`config.mk`:
```
export PLATFORM = sky130hd
export DESIGN_NAME = smag_sort_ctrl
export DESIGN_NICKNAME = d
export VERILOG_FILES = /design/src/rtl/smag_pkg.sv /design/src/rtl/signed_mag_compare.sv /design/src/rtl/smag_sort_ctrl.sv
export SDC_FILE = /design/constraint.sdc
export NUM_CORES = 1
export LEC_CHECK = 0
export ABC_AREA = 1
export CAP_MARGIN = 25
export CORE_ASPECT_RATIO = 0.6
export CORE_UTILIZATION = 41
export DETAILED_ROUTE_END_ITERATION = 12
export MAX_ROUTING_LAYER = met4
export REMOVE_ABC_BUFFERS = 1
export SYNTH_ARGS = -nofsm -noshare
export SYNTH_HDL_FRONTEND = slang
export SYNTH_SLANG_ARGS = --single-unit
```
`constraint.sdc`:
```
create_clock -name clk -period 5.2 [get_ports clk]
set_clock_uncertainty 0.15 [all_clocks]
set_input_delay 0.52 -clock clk [delete_from_list [all_inputs] [get_ports clk]]
set_output_delay 0.52 -clock clk [all_outputs]
set_load 0.01 [all_outputs]
```
`src/rtl/smag_pkg.sv`:
```
// rtl/smag_pkg.sv - shared widths, FSM states and zero encodings for the sign-magnitude sorter
package smag_pkg;

    localparam int SMAG_W    = 7;
    localparam int SMAG_SIGN = 6;

    localparam logic [SMAG_W-1:0] POS_ZERO = 7'h00;
    localparam logic [SMAG_W-1:0] NEG_ZERO = 7'h40;

    typedef enum logic [1:0] {
        LOAD  = 2'd0,
        SORT  = 2'd1,
        DRAIN = 2'd2
    } state_t;

endpackage

```
`src/rtl/signed_mag_compare.sv`:
```
// rtl/signed_mag_compare.sv - combinational sign-magnitude comparator; -0 and +0 compare equal
module signed_mag_compare
    import smag_pkg::*;
(
    input  logic [SMAG_W-1:0] a,
    input  logic [SMAG_W-1:0] b,
    output logic              aLTb,
    output logic              aGTb,
    output logic              aEQb
);

    logic [SMAG_SIGN-1:0] w_a_mag;
    logic [SMAG_SIGN-1:0] w_b_mag;
    logic                 w_a_zero;
    logic                 w_b_zero;
    logic                 w_a_neg;
    logic                 w_b_neg;
    logic                 w_mag_gt;
    logic                 w_mag_lt;
    logic                 w_mag_eq;

    assign w_a_mag  = a[SMAG_SIGN-1:0];
    assign w_b_mag  = b[SMAG_SIGN-1:0];
    assign w_a_zero = ((a & ~NEG_ZERO) == POS_ZERO);
    assign w_b_zero = ((b & ~NEG_ZERO) == POS_ZERO);

    // A negative zero is treated as non-negative so both zero encodings collapse.
    assign w_a_neg  = a[SMAG_SIGN] & ~w_a_zero;
    assign w_b_neg  = b[SMAG_SIGN] & ~w_b_zero;

    assign w_mag_gt = (w_a_mag > w_b_mag);
    assign w_mag_lt = (w_a_mag < w_b_mag);
    assign w_mag_eq = (w_a_mag == w_b_mag);

    assign aEQb = (w_a_neg == w_b_neg) && w_mag_eq;
    assign aGTb = (!w_a_neg &&  w_b_neg)
               || (!w_a_neg && !w_b_neg && w_mag_gt)
               || ( w_a_neg &&  w_b_neg && w_mag_lt);
    assign aLTb = !aGTb && !aEQb;

endmodule

```
`src/rtl/smag_sort_ctrl.sv`:
```
// rtl/smag_sort_ctrl.sv - burst buffer that bubble-sorts sign-magnitude values with one shared comparator
module smag_sort_ctrl
    import smag_pkg::*;
#(
    parameter int DEPTH = 8
) (
    input  logic              clk,
    input  logic              rst_n,
    input  logic              in_valid,
    output logic              in_ready,
    input  logic [SMAG_W-1:0] in_data,
    input  logic              in_last,
    output logic              out_valid,
    input  logic              out_ready,
    output logic [SMAG_W-1:0] out_data,
    output logic              out_last,
    output logic              busy
);

    localparam int AW = $clog2(DEPTH);
    localparam int CW = $clog2(DEPTH) + 1;
    localparam logic [CW-1:0] DEPTH_M1 = CW'(DEPTH - 1);

    state_t             r_state;
    state_t             w_state_nxt;
    logic [SMAG_W-1:0]  r_buf [DEPTH];
    logic [CW-1:0]      r_count;
    logic [CW-1:0]      r_idx;
    logic [CW-1:0]      r_pass;
    logic [CW-1:0]      r_rd;
    logic               r_swapped;

    logic [AW-1:0]      w_ia;
    logic [AW-1:0]      w_ib;
    logic [AW-1:0]      w_ird;
    logic [AW-1:0]      w_iwr;
    logic [SMAG_W-1:0]  w_a;
    logic [SMAG_W-1:0]  w_b;
    logic               w_lt;
    logic               w_gt;
    logic               w_eq;
    logic               w_ordered;

    logic               w_load_fire;
    logic               w_close;
    logic               w_pass_end;
    logic               w_sort_done;
    logic               w_out_fire;

    // Indices never exceed DEPTH-1 where they address the buffer, so the low bits suffice.
    assign w_ia  = r_idx[AW-1:0];
    assign w_ib  = w_ia + 1'b1;
    assign w_ird = r_rd[AW-1:0];
    assign w_iwr = r_count[AW-1:0];
    assign w_a   = r_buf[w_ia];
    assign w_b   = r_buf[w_ib];

    signed_mag_compare u_cmp (
        .a    (w_a),
        .b    (w_b),
        .aLTb (w_lt),
        .aGTb (w_gt),
        .aEQb (w_eq)
    );

    assign w_ordered = w_lt | w_eq;
    assign busy      = (r_state != LOAD);

    always_ff @(posedge clk or negedge rst_n) begin
        if (!rst_n) begin
            r_state <= LOAD;
        end else begin
            r_state <= w_state_nxt;
        end
    end

    always_comb begin
        w_state_nxt = r_state;
        in_ready    = 1'b0;
        out_valid   = 1'b0;
        out_last    = 1'b0;
        out_data    = POS_ZERO;
        w_load_fire = 1'b0;
        w_close     = 1'b0;
        w_pass_end  = 1'b0;
        w_sort_done = 1'b0;
        w_out_fire  = 1'b0;
        unique case (r_state)
            LOAD: begin
                in_ready    = 1'b1;
                w_load_fire = in_valid;
                w_close     = in_valid && (in_last || (r_count == DEPTH_M1));
                if (w_close) begin
                    w_state_nxt = (r_count == '0) ? DRAIN : SORT;
                end
            end
            SORT: begin
                w_pass_end  = (r_idx == r_count - CW'(2));
                // The swap decided this cycle counts toward the pass's swapped flag.
                w_sort_done = w_pass_end
                           && (!(r_swapped || !w_ordered) || (r_pass == r_count - CW'(1)));
                if (w_sort_done) begin
                    w_state_nxt = DRAIN;
                end
            end
            DRAIN: begin
                out_valid  = 1'b1;
                out_data   = r_buf[w_ird];
                out_last   = (r_rd == r_count - CW'(1));
                w_out_fire = out_ready;
                if (w_out_fire && out_last) begin
                    w_state_nxt = LOAD;
                end
            end
            default: begin
                w_state_nxt = LOAD;
            end
        endcase
    end

    always_ff @(posedge clk or negedge rst_n) begin
        if (!rst_n) begin
            r_count   <= '0;
            r_idx     <= '0;
            r_pass    <= '0;
            r_rd      <= '0;
            r_swapped <= 1'b0;
        end else begin
            if (w_load_fire) begin
                r_count <= r_count + 1'b1;
            end
            if (w_close) begin
                r_idx     <= '0;
                r_pass    <= CW'(1);
                r_swapped <= 1'b0;
                r_rd      <= '0;
            end
            if (r_state == SORT) begin
                if (!w_pass_end) begin
                    r_idx     <= r_idx + 1'b1;
                    r_swapped <= r_swapped | ~w_ordered;
                end else if (w_sort_done) begin
                    r_rd <= '0;
                end else begin
                    r_idx     <= '0;
                    r_pass    <= r_pass + 1'b1;
                    r_swapped <= 1'b0;
                end
            end
            if (w_out_fire) begin
                if (out_last) begin
                    r_count <= '0;
                end else begin
                    r_rd <= r_rd + 1'b1;
                end
            end
        end
    end

    // Buffer contents are never reset; out_data is gated whenever they could be stale.
    always_ff @(posedge clk) begin
        if (w_load_fire) begin
            r_buf[w_iwr] <= in_data;
        end else if ((r_state == SORT) && w_gt) begin
            r_buf[w_ia] <= w_b;
            r_buf[w_ib] <= w_a;
        end
    end

endmodule

```
# After elaboration in Yosys (flattened, before gate mapping)
# Memory sizes are Yosys's and may differ from the RTL's.
# Cells that the tools add are included.
[totals] reg_bits=19 mem_bits_rw=56 in_bits=12 out_inout_bits=11 word_cells=106 mem_count=1
[mem_list] memory="r_buf" words=8 word_bits=7 read_ports=3 rd_ports_with_merged_regs=0 wr=2 line_no="smag_sort_ctrl.sv:26" text="logic [SMAG_W-1:0] r_buf [DEPTH];"
[classes] n_addsub=7 order_cmp=2 n_eq_ne=11 n_mux=43 bitwise=7 n_reduce_logical=29
[ops] operator="2-to-1 mux 4 bit" n=17
[ops] operator="2-to-1 mux 1 bit" n=18
[ops] operator="adder 4 x 1 -> 4 bit (second input constant)" n=4
[ops] operator="logical NOT 7 bit" n=2
[ops] operator="2-to-1 mux 7 bit" n=2
[ops] operator="== test 4 bit" n=3
[ops] operator="logical AND 1 bit" n=11
[ops] operator="2-to-1 mux 2 bit" n=4
[ops] operator="OR reduction 7 bit" n=1
[ops] operator="== test 6 bit" n=1
[ops] operator="greater-than comparator 6 bit" n=1
[ops] operator="logical NOT 1 bit" n=6
[ops] operator="< comparator 6 bit" n=1
[ops] operator="!= test 2 bit (second input constant)" n=3
[ops] operator="one-hot mux 2 bit (3 select lines)" n=1
[ops] operator="logical OR 1 bit" n=5
[ops] operator="== test 4 x 3 -> 1 bit (second input constant)" n=1
[ops] operator="logical NOT 4 bit" n=1
[ops] operator="subtractor 4 x 1 -> 4 bit (second input constant)" n=1
[ops] operator="subtractor 4 x 2 -> 4 bit (second input constant)" n=1
[ops] operator="adder 3 x 1 -> 3 bit (second input constant)" n=1
[ops] operator="2-to-1 mux 3 bit" n=1
[ops] operator="NOT 1 bit" n=3
[ops] operator="AND reduction 3 bit" n=1
[ops] operator="7 further kinds" n=9

# Longest topological paths before layout
# Gate-level depths: netlist (run 1).
# An unclocked memory read counts as a cell.
[depth] ltp_word=24 mapped_depth=23 mapped_depth_nobuf=23

# Hierarchy
# Synthesis (run 1) repeated with hierarchy kept, for this count alone.
[hier_totals] hier_cells=836 hier_area_um2=5969.5
[modules_own_cells] mod="smag_sort_ctrl" instances=1 cells_each=788 area_per_inst_um2=5670.4 seq_area_each_um2=2157.1
[modules_own_cells] mod="signed_mag_compare" instances=1 cells_each=48 area_per_inst_um2=299.0 seq_area_each_um2=0.0

# Worst setup path before layout (run 1)
# OpenSTA, ideal clock, no wires.
[synth_path] kind="reg2reg" start="reg r_idx[1]" end="mem r_buf[2][0] (enable)" setup_time_ns=0.371 arrival_time_ns=3.018 t_required_ns=4.679 setup_slack_ns=1.661 stages_incl_launch_ff=17 n_path_buf=1 period_less_slack_ns=3.539 path_cell_list="dfrtp_1 ha_1 inv_1 nand2_8 o211ai_1 a21oi_2 ha_1 nand2_1 inv_1 nand2_1 nand4_1 nand3_2 nand2_4 buf_2 o21ai_0 nand2_1 o21bai_1"
[synth_rtl] element="start: declaration" line_no="smag_sort_ctrl.sv:28" text="logic [CW-1:0] r_idx;"
[synth_rtl] element="start signal: assignment" line_no="smag_sort_ctrl.sv:140" text="r_idx <= r_idx + 1'b1;"
[synth_rtl] element="end: declaration" line_no="smag_sort_ctrl.sv:26"

==> metrics.cfg, run 1 <==
[run_status]
status = completed

[grt]
grt_antenna_before_repair = 1
first_global_vias = 4999
grt_pass1_wl_um = 29000
grt.overflow.total = 0
grt_max_degree = 54
gr-usage-all-layers_pct = 27.2

[sta]
finalSetupViolCount = 0
worst_pin_slew_ns = 1.06
report.final.hold_viol_count = 0
timing.final.crit_share_pct = 86.7
timing.final.crit_period_ns = 4.51
slew_headroom_pct = 29.6
grt_setup_unrepaired = false
max_clock_freq_ghz = 0.222
setup_total_negative_slack_ns = 0
final_report_max_slew_violation_count = 0

[critical_path]
critPathMaxStageDelay_ns = 0.85
critical_path.endpoint_type = flop
crit_buf_inv = 3
worstSetupPathType = reg -> reg
setup.worst_path.end = r_buf[3][3]$_DFFE_PP_
worst-path-max-fanout = 32
reg2reg_from = r_idx[0]$_DFF_PN0_
crit_slowest_cell = sky130_fd_sc_hd__o21bai_1
worstPathCellList = buf_4 -> a21oi_1 -> o21ai_0 -> o21ai_0 -> o21ai_1 -> inv_2 -> ha_1 -> nand2_1 -> nand2_1 -> nand2_1 -> nand3_1 -> nand2_1 -> nand3_2 -> nand2_4 -> inv_8 -> nand2_8 -> nand3_1 -> o21bai_1
crit_start = r_idx[0]$_DFF_PN0_
timing.critical_path.depth = 18
worst_path_most_repeated_cell = sky130_fd_sc_hd__nand2_1
reg2reg_slack_ns = 0.69
worst_r2r_endpoint = r_buf[3][3]$_DFFE_PP_
worstRegToRegCells = 18
worstPathRequired_ns = 5.01
crit_path_start_kind = flop
critPathArrivalTime_ns = 4.32
worst_path_dominant_cell_family = compound AO/OA/AOI/OAI gates

[floorplanning]
die_w_um = 159
placeableCoreArea_mm2 = 0.0140
boundary_pin_count = 23
floorplan.initialDensity_pct = 43.1
dieArea_mm2 = 0.0152
height_of_the_die_um = 95.9
rows = 33

[yosys]
postSynthCellCount = 788
synth_cell_type_count = 43
synth.avg_cell_area_um2 = 7.65
ys_seq_area_share_pct = 35.8
netlist_area_mm2 = 0.00603
ys_ff_latch = 75
yosys_warnings = 0

[clock_network]
maximum_number_of_buffers_from_clock_root_to_sink = 2
htreeDepth = 3
tritoncts.num_buffers = 9
clk_pin_slew_ns = 0.06
cts_post_setup_buffers_inserted = 0
clk_latency_ns = 0.34
cts_tree = built
cts_root_buffer = sky130_fd_sc_hd__clkbuf_16
cts.sinks = 75
post_cts_resized = 0
cts_hold_buffers = 0

[hold_path]
hold_wc_path_type = in -> async

[drt]
first_iter_violations = 657
drt_pass1_iterations = 7
postRouteWirelength_um = 18900
drc_errors = 0
routed-via-count = 5594
routed_wire_length_per_instance_um = 19.0
vias_per_instance = 5.63
final_antenna_net_count = 0

[finish]
finalNetCount = 826
share_of_cells_above_drive_strength_1_pct = 13.0
syn2layout_area_growth_pct = 11.1
antennaDiodeCount = 0
layout_common_cells = sky130_fd_sc_hd__nand2_1, sky130_fd_sc_hd__o21ai_0, sky130_fd_sc_hd__inv_1, sky130_fd_sc_hd__edfxtp_1, sky130_fd_sc_hd__nor2_1
mostFrequentLayoutCell = sky130_fd_sc_hd__nand2_1
final.fill_count = 1372

[placement]
buffers_added_on_ports = 22
place.detailed.hpwl_um = 14200
place.gp.congestion = 1.02

[run]
max-cap-violations = 0

## flip-flops by register name (all words and copies together), names as in the netlist
signal,count
r_buf,56
r_count,4
r_idx,4
r_pass,4
r_rd,4
r_state,2
r_swapped,1
## through the flow
step                      setup slack (ns)  cell area (um2)  hold WS [ns]  util, %  instances
after detailed placement             0.783             6310         0.429     45.1        977
after global placement               0.849             6310         0.418     45.1        977
after floorplan                    -0.0558             5720        0.0744        -        746
after CTS                            0.775             6670         0.444     47.6        993
after global routing                 0.409             6700         0.296     47.8        994
final                                0.693             6700         0.300     47.8        994
## worst register-to-register path: stages (launching register included)
cell and delay [ns]:
sky130_fd_sc_hd__dfrtp_2 0.57, sky130_fd_sc_hd__buf_4 0.35, sky130_fd_sc_hd__a21oi_1 0.10, sky130_fd_sc_hd__o21ai_0 0.08, sky130_fd_sc_hd__o21ai_0 0.11, sky130_fd_sc_hd__o21ai_1 0.30, sky130_fd_sc_hd__inv_2 0.20, sky130_fd_sc_hd__ha_1 0.35
sky130_fd_sc_hd__nand2_1 0.07, sky130_fd_sc_hd__nand2_1 0.06, sky130_fd_sc_hd__nand2_1 0.08, sky130_fd_sc_hd__nand3_1 0.07, sky130_fd_sc_hd__nand2_1 0.08, sky130_fd_sc_hd__nand3_2 0.09, sky130_fd_sc_hd__nand2_4 0.15, sky130_fd_sc_hd__inv_8 0.10
sky130_fd_sc_hd__nand2_8 0.15, sky130_fd_sc_hd__nand3_1 0.20, sky130_fd_sc_hd__o21bai_1 0.85
## cell type report
cell class	count	area, um2	area share [%]
multi-input combinational	592	3260	48.6
sequential	75	2160	32.2
timing repair buffer	40	375	5.61
inverter	79	309	4.62
tap	192	240	3.59
clock buffer	10	229	3.42
clock inverter	6	129	1.92
## cells in the mapped netlist (all sizes together)
library cell | count | area share (%)
buf | 28 | 4.2
a31oi | 7 | 0.73
dfrtp | 19 | 7.9
nand3 | 23 | 2.2
a22oi | 2 | 0.25
o21ai | 170 | 16
a22o | 1 | 0.15
o211ai | 12 | 1.6
mux2i | 1 | 0.17
clkbuf | 14 | 0.87
a21oi | 43 | 3.8
nor3 | 3 | 0.41
nand3b | 1 | 0.12
a21boi | 1 | 0.12
inv | 79 | 5.1
o21bai | 8 | 1.0
edfxtp | 56 | 28
nand4 | 6 | 0.62
ha | 17 | 3.5
o31ai | 1 | 0.12
nor2 | 64 | 6.5
xnor2 | 7 | 1.0
nand2 | 215 | 15
xor2 | 9 | 1.3
and2 | 1 | 0.10
## how the worst min path moves through the flow
| stage | startpoint | end | slack (ns) | cells after the start |
|---|---|---|---|---|
| final | rst_n | r_rd[1]$_DFF_PN0_ | 0.30 | 1 |
| after floorplan | rst_n | r_count[0]$_DFF_PN0_ | 0.07 | 0 |
| after CTS | r_swapped$_DFF_PN0_ | r_swapped$_DFF_PN0_ | 0.44 | 4 |
| after detailed placement | r_swapped$_DFF_PN0_ | r_swapped$_DFF_PN0_ | 0.43 | 4 |
| after global routing | rst_n | r_rd[1]$_DFF_PN0_ | 0.30 | 1 |
| after global placement | r_swapped$_DFF_PN0_ | r_swapped$_DFF_PN0_ | 0.42 | 4 |
## kinds of logic after synthesis
| group | after synthesis | synth area share (%) |
|---|---|---|
| adder cells (fa/ha/maj) | 17 | 3.53 |
| AND/OR/NAND/NOR | 313 | 24.7 |
| AO/OA/AOI/OAI | 245 | 23.2 |
| XOR/XNOR | 16 | 2.32 |
| buffers and inverters | 121 | 10.2 |
| multiplexers | 1 | 0.166 |
| flip-flops | 75 | 35.8 |
## routing by layer
layer	part of all wire (%)	global-route usage, %	vias up
li1	-	-	2679
met1	49	39.7	2639
met2	39	37.1	238
met3	9.3	5.49	38
met4	2.4	8.73	0
met5	0	-	-
Power of run 1 is left out: the tool's default activity adds up to more than one toggle a clock period on the data nets, which glitch-free logic cannot reach.
==> inputs of run 2 (changes only) <==
--- a/config.mk
+++ b/config.mk
@@ -12,4 +12,6 @@
 export DETAILED_ROUTE_END_ITERATION = 12
+export HOLD_SLACK_MARGIN = 0.03
 export MAX_ROUTING_LAYER = met4
 export REMOVE_ABC_BUFFERS = 1
+export SLEW_MARGIN = 20
 export SYNTH_ARGS = -nofsm -noshare
==> constraint.sdc (replaced) <==
create_clock -name clk -period 5.2 [get_ports clk]
set_clock_uncertainty 0.15 [all_clocks]
set_input_delay 1.56 -clock clk [delete_from_list [all_inputs] [get_ports clk]]
set_output_delay 1.56 -clock clk [all_outputs]
set_load 0.01 [all_outputs]
==> metrics.cfg, run 2 (same netlist as run 1, synthesis figures left out) <==
[run_status]
status = completed

[sta]
hold-worst-slack_ns = 0.444  ; +0.144 ns
timing.final.crit_period_ns = 4.56  ; +0.0567 ns
max_clock_freq_ghz = 0.219  ; -1.2%
setup_total_negative_slack_ns = 0  ; unchanged
slew_headroom_pct = 27.2  ; -2.5 points
grt_setup_unrepaired = false
final_report_max_slew_violation_count = 0  ; unchanged
timing.final.crit_share_pct = 87.8  ; +1.1 points
finalSetupViolCount = 0  ; unchanged
report.final.hold_viol_count = 0  ; unchanged
worst_pin_slew_ns = 1.09  ; +0.0350 ns

[hold_path]
min_delay_path_depth = 4
hold_path.startpoint = r_swapped$_DFF_PN0_
hold-path-endpoint = r_swapped$_DFF_PN0_
hold_wc_path_type = reg -> reg

[finish]
syn2layout_area_growth_pct = 9.17
largest_reg_flops = 56  ; unchanged
final.fill_count = 1366  ; -0.44%
mostFrequentLayoutCell = sky130_fd_sc_hd__nand2_1
finalNetCount = 826  ; unchanged
final_design_area_no_fill_mm2 = 0.00658  ; -1.7%
top_register = r_buf
finalNonFillerCells = 994  ; unchanged
antennaDiodeCount = 0  ; unchanged
layout_common_cells = sky130_fd_sc_hd__nand2_1, sky130_fd_sc_hd__o21ai_0, sky130_fd_sc_hd__inv_1, sky130_fd_sc_hd__edfxtp_1, sky130_fd_sc_hd__nor2_1
share_of_cells_above_drive_strength_1_pct = 13.1  ; +0.12 points

[run]
max-cap-violations = 0  ; unchanged

[critical_path]
worst-path-max-fanout = 21  ; -34%
worstPathRequired_ns = 5.01  ; about the same
worst_r2r_endpoint = r_buf[3][3]$_DFFE_PP_
reg2reg_slack_ns = 0.64  ; -0.06 ns
worstSetupPathType = reg -> reg
worstRegToRegCells = 17  ; -1
critical_path.endpoint_type = flop
reg2reg_from = r_idx[0]$_DFF_PN0_
critPathArrivalTime_ns = 4.38  ; +0.06 ns
crit_path_start_kind = flop

[placement]
place.gp.congestion = 1.01  ; -0.71%
dpl_cell_area_mm2 = 0.00632  ; +0.12%
buffers_added_on_ports = 22  ; unchanged
place.detailed.hpwl_um = 14100  ; -0.65%
dp_cells = 978  ; +0.10%

[drt]
routed_wire_length_per_instance_um = 19.0  ; +0.25%
postRouteWirelength_um = 18900  ; +0.25%
route.top_layer_used = met4
final_antenna_net_count = 0  ; unchanged
vias_per_instance = 5.60  ; -0.41%
dr_wl_met3_um = 2010  ; +15%
drt_pass1_iterations = 7  ; unchanged
drc_errors = 0  ; unchanged
wl_met2_um = 7370  ; -1.1%
routed-via-count = 5571  ; -0.41%
routedLengthMet1_um = 9150  ; -0.85%
first_iter_violations = 751  ; +14%

[floorplanning]
height_of_the_die_um = 95.9  ; unchanged
dieArea_mm2 = 0.0152  ; unchanged
rows = 33  ; unchanged
floorplan.initialDensity_pct = 43.1  ; unchanged
die_w_um = 159  ; unchanged
placeableCoreArea_mm2 = 0.0140  ; unchanged
boundary_pin_count = 23  ; unchanged

[grt]
grt_max_degree = 33  ; -39%
first_global_vias = 5051  ; +1.0%
grt.overflow.total = 0  ; unchanged
grt_pass1_wl_um = 28700  ; -0.88%
grt_antenna_before_repair = 0  ; -1
gr-usage-all-layers_pct = 26.9  ; -0.35 points

[clock_network]
cts_hold_buffers = 0  ; unchanged
cts_tree = built
tritoncts.num_buffers = 9  ; unchanged
post_cts_resized = 0  ; unchanged
cts.sinks = 75  ; unchanged
htreeDepth = 3  ; unchanged
maximum_number_of_buffers_from_clock_root_to_sink = 2  ; unchanged
cts_post_setup_buffers_inserted = 0  ; unchanged
clk_latency_ns = 0.35  ; about the same
clk_pin_slew_ns = 0.06  ; about the same
cts_root_buffer = sky130_fd_sc_hd__clkbuf_16

run 2: metal layers:
layer / track usage, % / up-vias
met4: 8.41 / 0
met1: 40.0 / 2564
li1: - / 2668
met2: 36.0 / 300
met5: - / -
met3: 4.95 / 39
run 2: area by class of cell:
cell class	count	area, um2	area share (%)
Clock inverter	7	43.8	0.665
Clock buffer	9	225	3.42
Tap cell	192	240	3.65
Inverter	79	309	4.69
Timing Repair Buffer	40	350	5.32
Multi-Input combinational cell	592	3260	49.5
Sequential cell	75	2160	32.8
run 2: worst max-delay path, cell delays in order, from the launching register on:
cell                       delay [ns]
sky130_fd_sc_hd__dfrtp_2         0.54
sky130_fd_sc_hd__ha_1            0.41
sky130_fd_sc_hd__inv_1           0.27
sky130_fd_sc_hd__nor2_4          0.12
sky130_fd_sc_hd__a22oi_1         0.27
sky130_fd_sc_hd__nand2_1         0.12
sky130_fd_sc_hd__nor2_1          0.13
sky130_fd_sc_hd__nand4_1         0.11
sky130_fd_sc_hd__nand2_1         0.09
sky130_fd_sc_hd__inv_1           0.06
sky130_fd_sc_hd__ha_1            0.18
sky130_fd_sc_hd__nand4_1         0.10
sky130_fd_sc_hd__nand3_2         0.11
sky130_fd_sc_hd__nand2_4         0.15
sky130_fd_sc_hd__inv_8           0.10
sky130_fd_sc_hd__nand2_8         0.15
sky130_fd_sc_hd__nand3_1         0.20
sky130_fd_sc_hd__o21bai_1        0.91
run 2: worst max path at each step:
stage	slack, ns	to	depth (start not counted)	from
6_report	0.64	r_buf[3][3]$_DFFE_PP_	17	r_idx[0]$_DFF_PN0_
5_1_grt	0.39	r_buf[3][3]$_DFFE_PP_	17	r_idx[0]$_DFF_PN0_
4_1_cts	0.74	out_last	7	r_count[0]$_DFF_PN0_
3_5_place_dp	0.78	r_buf[3][3]$_DFFE_PP_	17	r_idx[0]$_DFF_PN0_
3_3_place_gp	0.84	r_buf[3][4]$_DFFE_PP_	18	r_idx[0]$_DFF_PN0_
2_1_floorplan	-0.06	r_buf[3][0]$_DFFE_PP_	17	r_idx[0]$_DFF_PN0_
run 2: stage by stage:
| stage | utilization (%) | setup slack, ns |
|---|---|---|
| after floorplan | - | -0.0558 |
| after global placement | 45.1 | 0.841 |
| after detailed placement | 45.1 | 0.776 |
| after CTS | 47.1 | 0.743 |
| after global routing | 47.0 | 0.388 |
| final | 47.0 | 0.636 |
Power of run 2 is left out for the same reason.
